$ cat src/rtl/i2s_pkg.sv
// i2s_pkg: shared I2S timing constants and receiver state encoding
package i2s_pkg;
  localparam int PERIOD = 32;
  localparam int HALF_PERIOD = 16;
  localparam int SLOT_BITS = 32;
  localparam int SAMPLE_PHASE = 23;
  localparam int CNT_W = $clog2(PERIOD);
  localparam int SLOT_W = $clog2(SLOT_BITS);
  typedef enum logic [1:0] {IDLE, LEFT, RIGHT} i2s_rx_state;
endpackage

$ cat src/rtl/i2s_clk_gen.sv
// i2s_clk_gen: sck/phase/slot generator shared by the I2S receive and transmit paths
module i2s_clk_gen
  import i2s_pkg::*;
(
  input  logic              clk,
  input  logic              rst,
  input  logic              run,
  output logic              sck,
  output logic [CNT_W-1:0]  cnt,
  output logic [SLOT_W-1:0] slot,
  output logic              bit_end,
  output logic              sample
);
  logic              sck_q, sck_d;
  logic [CNT_W-1:0]  cnt_q, cnt_d;
  logic [SLOT_W-1:0] slot_q, slot_d;
  assign bit_end = run && cnt_q == CNT_W'(PERIOD - 1);
  assign sample  = run && cnt_q == CNT_W'(SAMPLE_PHASE);
  always_comb begin
    cnt_d  = run ? cnt_q + 1'b1 : '0;
    slot_d = !run ? '0 : bit_end ? slot_q + 1'b1 : slot_q;
    sck_d  = !run ? 1'b0 : cnt_q == CNT_W'(HALF_PERIOD - 1) ? 1'b1 : bit_end ? 1'b0 : sck_q;
  end
  always_ff @(posedge clk) begin
    if (rst) begin
      sck_q  <= 1'b0;
      cnt_q  <= '0;
      slot_q <= '0;
    end else begin
      sck_q  <= sck_d;
      cnt_q  <= cnt_d;
      slot_q <= slot_d;
    end
  end
  assign sck  = sck_q;
  assign cnt  = cnt_q;
  assign slot = slot_q;
endmodule

$ cat src/rtl/i2s_receive.sv
// i2s_receive: I2S bus master receiver producing packed {left, right} frames
module i2s_receive
  import i2s_pkg::*;
#(
  parameter int DATA_WIDTH = 24
) (
  input  logic                           clk,
  input  logic                           rst,
  input  logic                           en,
  input  logic                           sd,
  output logic                           sck,
  output logic                           ws,
  output logic signed [2*DATA_WIDTH-1:0] dout,
  output logic                           dout_valid,
  output logic                           busy
);
  logic [1:0]            sync_q;
  logic                  sd_s;
  i2s_rx_state           state_q, state_d;
  logic                  ws_q, ws_d, busy_q, busy_d, valid_q, valid_d;
  logic [DATA_WIDTH-1:0] left_q, left_d, right_q, right_d;
  logic [2*DATA_WIDTH-1:0] dout_q, dout_d;
  logic                  run, bit_end, sample, frame_edge, take;
  logic [CNT_W-1:0]      unused_cnt;
  logic [SLOT_W-1:0]     slot;
  assign sd_s = sync_q[1];
  assign run  = state_q != IDLE;
  i2s_clk_gen u_clk_gen (
    .clk     (clk),
    .rst     (rst),
    .run     (run),
    .sck     (sck),
    .cnt     (unused_cnt),
    .slot    (slot),
    .bit_end (bit_end),
    .sample  (sample)
  );
  assign frame_edge = bit_end && slot == SLOT_W'(SLOT_BITS - 1);
  assign take = sample && slot != '0 && int'(slot) <= DATA_WIDTH;
  always_comb begin
    state_d = state_q;
    ws_d    = ws_q;
    busy_d  = busy_q;
    dout_d  = dout_q;
    valid_d = 1'b0;
    left_d  = take && state_q == LEFT ? {left_q[DATA_WIDTH-2:0], sd_s} : left_q;
    right_d = take && state_q == RIGHT ? {right_q[DATA_WIDTH-2:0], sd_s} : right_q;
    if (state_q == IDLE && en) begin
      state_d = LEFT;
      busy_d  = 1'b1;
      ws_d    = 1'b0;
      left_d  = '0;
      right_d = '0;
    end else if (frame_edge && state_q == LEFT) begin
      state_d = RIGHT;
      ws_d    = 1'b1;
    end else if (frame_edge && state_q == RIGHT) begin
      dout_d  = {left_q, right_d};
      valid_d = 1'b1;
      ws_d    = 1'b0;
      state_d = en ? LEFT : IDLE;
      busy_d  = en;
    end
  end
  always_ff @(posedge clk) begin
    if (rst) begin
      sync_q  <= '0;
      state_q <= IDLE;
      ws_q    <= 1'b0;
      busy_q  <= 1'b0;
      valid_q <= 1'b0;
      left_q  <= '0;
      right_q <= '0;
      dout_q  <= '0;
    end else begin
      sync_q  <= {sync_q[0], sd};
      state_q <= state_d;
      ws_q    <= ws_d;
      busy_q  <= busy_d;
      valid_q <= valid_d;
      left_q  <= left_d;
      right_q <= right_d;
      dout_q  <= dout_d;
    end
  end
  assign ws         = ws_q;
  assign busy       = busy_q;
  assign dout       = $signed(dout_q);
  assign dout_valid = valid_q;
endmodule

$ cat config.mk
export PLATFORM = sky130hd
export DESIGN_NAME = i2s_receive
export DESIGN_NICKNAME = d
export VERILOG_FILES = /design/src/rtl/i2s_pkg.sv /design/src/rtl/i2s_clk_gen.sv /design/src/rtl/i2s_receive.sv
export SDC_FILE = /design/constraint.sdc
export NUM_CORES = 1
export LEC_CHECK = 0
export BUFFER_PORTS_ARGS = -buffer_cell sky130_fd_sc_hd__buf_2
export CORE_ASPECT_RATIO = 0.75
export CORE_MARGIN = 5
export CORE_UTILIZATION = 57
export CTS_CLUSTER_DIAMETER = 40
export DETAILED_ROUTE_END_ITERATION = 8
export GPL_TIMING_DRIVEN = 1
export PLACE_DENSITY = 0.87
export SETUP_SLACK_MARGIN = 0.1
export SLEW_MARGIN = 20
export SYNTH_ARGS = -nofsm -noshare
export SYNTH_HDL_FRONTEND = slang
export SYNTH_SLANG_ARGS = --single-unit
$ cat constraint.sdc
create_clock -name clk -period 2.48 [get_ports clk]
set_input_delay 0.744 -clock clk [delete_from_list [all_inputs] [get_ports clk]]
set_output_delay 0.744 -clock clk [all_outputs]
set_load 0.03 [all_outputs]
; Yosys cells after proc, flatten, opt, wreduce, memory -nomap -nowiden
; Cells that the tools add are included.
[classes]
order_cmp = 1
reduce_logical = 22
n_addsub = 2
eq_ne = 7
bitwise = 3
muxes = 13
[op_table]
columns = cell, count
row1 = $mux W24, 1
row2 = $eq A5 B5 Y1 const B, 3
row3 = $add A5 B1 Y5 const B, 2
row4 = $logic_and A1 B1 Y1, 10
row5 = $mux W1, 10
row6 = $reduce_bool A2 Y1, 4
row7 = $eq A5 B4 Y1 const B, 1
row8 = $le A5 B5 Y1 const B, 1
row9 = $reduce_bool A5 Y1, 1
row10 = $mux W2, 2
row11 = $reduce_or A2 Y1, 2
row12 = $not A1 Y1, 3
row13 = $reduce_and A3 Y1, 1
row14 = $reduce_bool A3 Y1, 1
row15 = $reduce_or A3 Y1, 1
row16 = $eq A2 B1 Y1 const B, 1
row17 = $eq A2 B2 Y1 const B, 1
row18 = $logic_not A2 Y1, 1
row19 = $ne A2 B2 Y1 const B, 1
row20 = $reduce_and A2 Y1, 1
[totals]
output_inout_bits = 52
word_cells = 60
input_bits = 4
reg_bits = 114

; Depth between registers and ports, before layout
[depth]
word_depth = 7
depth_mapped = 10
mapped_depth_nobuf = 7

; Cells and area by module
; Synthesis repeated with hierarchy kept, for this count alone.
[hier_totals]
hier_cells = 506
area_unflattened_um2 = 4503.1
[by_module_without_submodules]
columns = mod, cells_per_inst, seq_area_each_um2, area_each_um2, instances
row1 = i2s_receive, 454, 2042.0, 3982.6, 1
row2 = i2s_clk_gen, 52, 220.2, 520.5, 1

; Worst setup path after synthesis
; No wires, ideal clock.
[synth_path]
kind = flip-flop to flip-flop
start = register u_clk_gen.cnt_q[3] (netlist: u_clk_gen.cnt[3])
end = register dout_q[13] (netlist: dout[13])
arrival_time_ns = 2.087
setup_time_ns = 0.091
n_path_buf = 3
stages_incl_launch_ff = 10
t_required_ns = 2.389
setup_slack_ns = 0.302
synth_period_minus_slack_ns = 2.178
cell_sequence = dfxtp_1 -> clkbuf_1 -> and3_1 -> ha_1 -> buf_2 -> nand2_1 -> nor2_4 -> dlygate4sd1_1 -> nor2_1 -> a311oi_1
[synth_via]
elab_chain_cells = 6
word_cells_on_any_way = 13
cone_classes = eq/ne: 2 / mux: 1 / bitwise: 1 / reduce/logical: 9
[synth_rtl]
columns = item, line_no
row1 = start: declaration, i2s_clk_gen.sv:15  ; logic [CNT_W-1:0] cnt_q, cnt_d;
row2 = start signal: assignment, i2s_clk_gen.sv:31  ; cnt_q <= cnt_d;
row3 = "$eq A5 B5 Y1, on equally long branches", "i2s_clk_gen.sv:17, i2s_clk_gen.sv:18"
row4 = "$logic_and A1 B1 Y1, on equally long branches", "i2s_clk_gen.sv:17, i2s_clk_gen.sv:18"
row5 = "$logic_and A1 B1 Y1, on equally long branches", "i2s_receive.sv:38, i2s_receive.sv:39"
row6 = "$logic_and A1 B1 Y1, on equally long branches", "i2s_receive.sv:54, i2s_receive.sv:39"
row7 = $not A1 Y1 (no source line) or $logic_and A1 B1 Y1 (tied branches), -
row8 = $reduce_and A3 Y1 (no source line) or $mux W24 (tied branches), -
row9 = end signal: assignment, i2s_receive.sv:83  ; dout_q <= dout_d;
row10 = end: declaration, i2s_receive.sv:22  ; logic [2*DATA_WIDTH-1:0] dout_q, dout_d;
; Parallel ways exist; a longest one is shown, timed or not.
; A chain may end at the register's enable or synchronous reset.

; Worst setup path after layout
[layout_path]
start = register u_clk_gen.cnt_q[3] (netlist: u_clk_gen.cnt[3])
end = register dout_q[1] (netlist: dout[1])
; Same word-level chain as after synthesis.

==> out/metrics.csv <==
stage,metric,value,unit
synth,synth_cells,481,
critical_path,cp-end-kind,flop,
floorplanning,fp.dieW,112,µm
grt,use_met3,7.19,%
drt,via_count,3662,
cts,cts_buffer_depth,2,
synth,synth_top_family_by_area,simple AND/OR/NAND/NOR gates,
synth,synth.most_common_cell,dfxtp_1,
critical_path,critPathMaxStageDelay,0.48,ns
synth,netlist.area_leader.share,51.3,%
sta,finalSetupViolCount,0,
critical_path,crit_buf_inv,0,
grt,top_usage_layer,met2,
cts,cts_buffers,17,
synth,synthTopCellsByCount,"113 x dfxtp_1, 90 x nand2_1, 54 x a21oi_1, 37 x nor2_1, 26 x mux2i_1",
power,p_per_area,860,mW/mm²
cts,cts.sinks,113,
critical_path,critical_path_class,reg2reg,
final_layout,area_delta_synth_final,20.8,%
cts,clock-root-buffer,clkbuf_8,
grt,met1_usage,24.4,%
cts,tritoncts,built,
hold_path,hold_path.class,in2reg,
final_layout,drive_above_1_share,20.3,%
place,hpwl,5960,µm
floorplanning,die-area,0.00961,mm²
synth,muxShareOfSynthArea,5.90,%
critical_path,crit_chain,and4b_1 > o211ai_2 > or3_1 > a311oi_1,
final_layout,diodes,0,
place,gp_congestion,0.746,
sta,fmax,459,MHz
drt,dr.pass1.iters,5,
final_layout,fin_area,0.00533,mm²
sta,rsz0062_at_grt,no,
grt,grt_max_degree,47,
synth,yosys.area_share.xor_xnor,0.795,%
synth,seq_area_frac_synth,51.3,%
cts,insertion_delay,0.51,ns
sta,hold-worst-slack,0.438,ns
final_layout,nets,539,
critical_path,crit_required,2.89,ns
power,irDropWorstVdd,0.588,mV
critical_path,cp_max_fo,18,
floorplanning,die_h,86.2,µm
cts,cts_hold_buf,0,
sta,fin_tns_setup,0,ns
grt,grt_pass1_wl,16700,µm
sta,final.setup_skew,0.00663,ns
final_layout,post-route-util,71.6,%
drt,drt_drc_violations_left,0,
cts,clk_pin_slew,0.06,ns
synth,synthAdderAreaFrac,1.70,%
synth,synth-seq-cells,113,
cts,cts_htree_levels,4,
grt,met2_usage,36.4,%
critical_path,setup.worst_path.start_class,flop,
drt,drt.antenna.violating_nets,0,
floorplanning,std_cell_rows,27,
sta,hold_viol,0,
sta,worst_slew_pin_slew,0.782,ns
place,placed_cell_area,0.00465,mm²
sta,finalCritPeriodShare,87.8,%
synth,syn-num-nets,491,
synth,ys.flop_type,dfxtp_1,
synth,synth.distinct_cells,41,
grt,grt_pass1_vias,3700,
floorplanning,start_util,59.3,%
synth,syn_area,0.00441,mm²
place,port_buffers,55,
sta,finalCriticalPeriod,2.18,ns
final_layout,stdcell_count,643,
synth,avgSynthCellArea,9.17,µm²
grt,grt.overflow.total,0,
drt,routed_wirelength,9970,µm
cts,cts_resized,0,
sta,relSlewSlack,47.7,%
synth,netlist_top_cells_area,"dfxtp_1 51%, nand2_1 7.7%, a21oi_1 6.1%",
floorplanning,core-area,0.00743,mm²
cts,cts_setup_buffers,0,
grt,track_usage,21.3,%
place,place_inst,610,
drt,viasPerCell,5.70,
drt,avgRoutedWirePerCell,15.5,µm
critical_path,cp.arrival,2.59,ns
job,cap_violations,0,
synth,synth_compound_area_share,15.2,%
synth,yosys.area.top_type,dfxtp_1,
sta,drv_slew,0,
power,p_leak,1.91,nW
critical_path,crit_slowest_cell,dfxtp_1,
synth,synth_edf_count,0,
run_status,status,"complete, no violations",
synth,async_flop_share,0,%
grt,antenna_found_initial,0,
critical_path,cp_top_family,simple AND/OR/NAND/NOR gates,
floorplanning,io_pins,56,
drt,drt_iter0_drc,280,
synth,yosysWarnings,0,
synth,synthSimpleGateAreaFrac,17.8,%
per-layer routing:
| layer | up-vias | wire, µm |
|---|---|---|
| met3 | 25 | 673 |
| met5 | - | 0 |
| li1 | 1774 | - |
| met1 | 1725 | 4170 |
| met4 | 0 | 202 |
| met2 | 138 | 4920 |
state kept, by name (all words and copies together) (netlist names):
register        cells
dout               48
left_q             24
right_q            24
u_clk_gen.cnt       5
u_clk_gen.slot      5
state_q             2
sync_q              2
busy                1
dout_valid          1
u_clk_gen.sck       1
cells in the final DEF (no fill, tap or decap), drive strengths merged, types with 3 or more instances in the layout:
cell type and count:
nand2 90, mux2i 26, a21oi 54, clkinvlp 5
clkbuf 18, a311oi 24, buf 65, ha 6
bufinv 6, dfxtp 113, or3 12, o21ai 26
nor2 38, or4 13, inv 17, clkinv 3
report_power, final:
part	internal [W]	total [W]	switching [W]	leakage (nW)
sequential	0.00182	0.00183	0.00000424	0.911
clock	0.00186	0.00269	0.000836	0.309
combinational	0.0000153	0.0000622	0.0000469	0.691
total	0.00369	0.00458	0.000887	1.91
per-stage QoR:
step	total power [W]	setup WS, ns
floorplan	0.00191	0.302
global placement	0.00192	0.349
detailed placement	0.00193	0.225
CTS	0.00461	0.151
global route	0.00474	0.163
finish	0.00458	0.302
worst reg2reg max path: cells and delay by family, from the launching register on:
family | cells | cell delay [ns]
compound gates | 2 | 0.67
flops | 1 | 0.48
simple gates | 2 | 0.94
logic make-up after synthesis:
kind of cell             count (synthesis)
adder cells (fa/ha/maj)                  6
XOR/XNOR                                 4
AO/OA/AOI/OAI                          109
flip-flops                             113
multiplexers                            26
AND/OR/NAND/NOR                        169
buffers and inverters                   54
path summary, 6_finish.rpt:
check                                      start         to  slack, ns  depth (start not counted)
worst min register to register          dout[40]   dout[40]       0.45                          2
worst min-delay path                          sd  sync_q[0]       0.44                          2
worst max register to register  u_clk_gen.cnt[3]    dout[1]       0.30                          4
worst max-delay path            u_clk_gen.cnt[3]    dout[1]       0.30                          4
final cells by class:
cell class	instances	area [µm²]
clock buffer	18	428
clock inverter	14	236
fill	502	2110
inverter	17	63.8
multi-input combinational	315	1850
sequential	113	2260
tap	101	126
timing repair buffer	65	363
(Power assumes the default switching activity.)
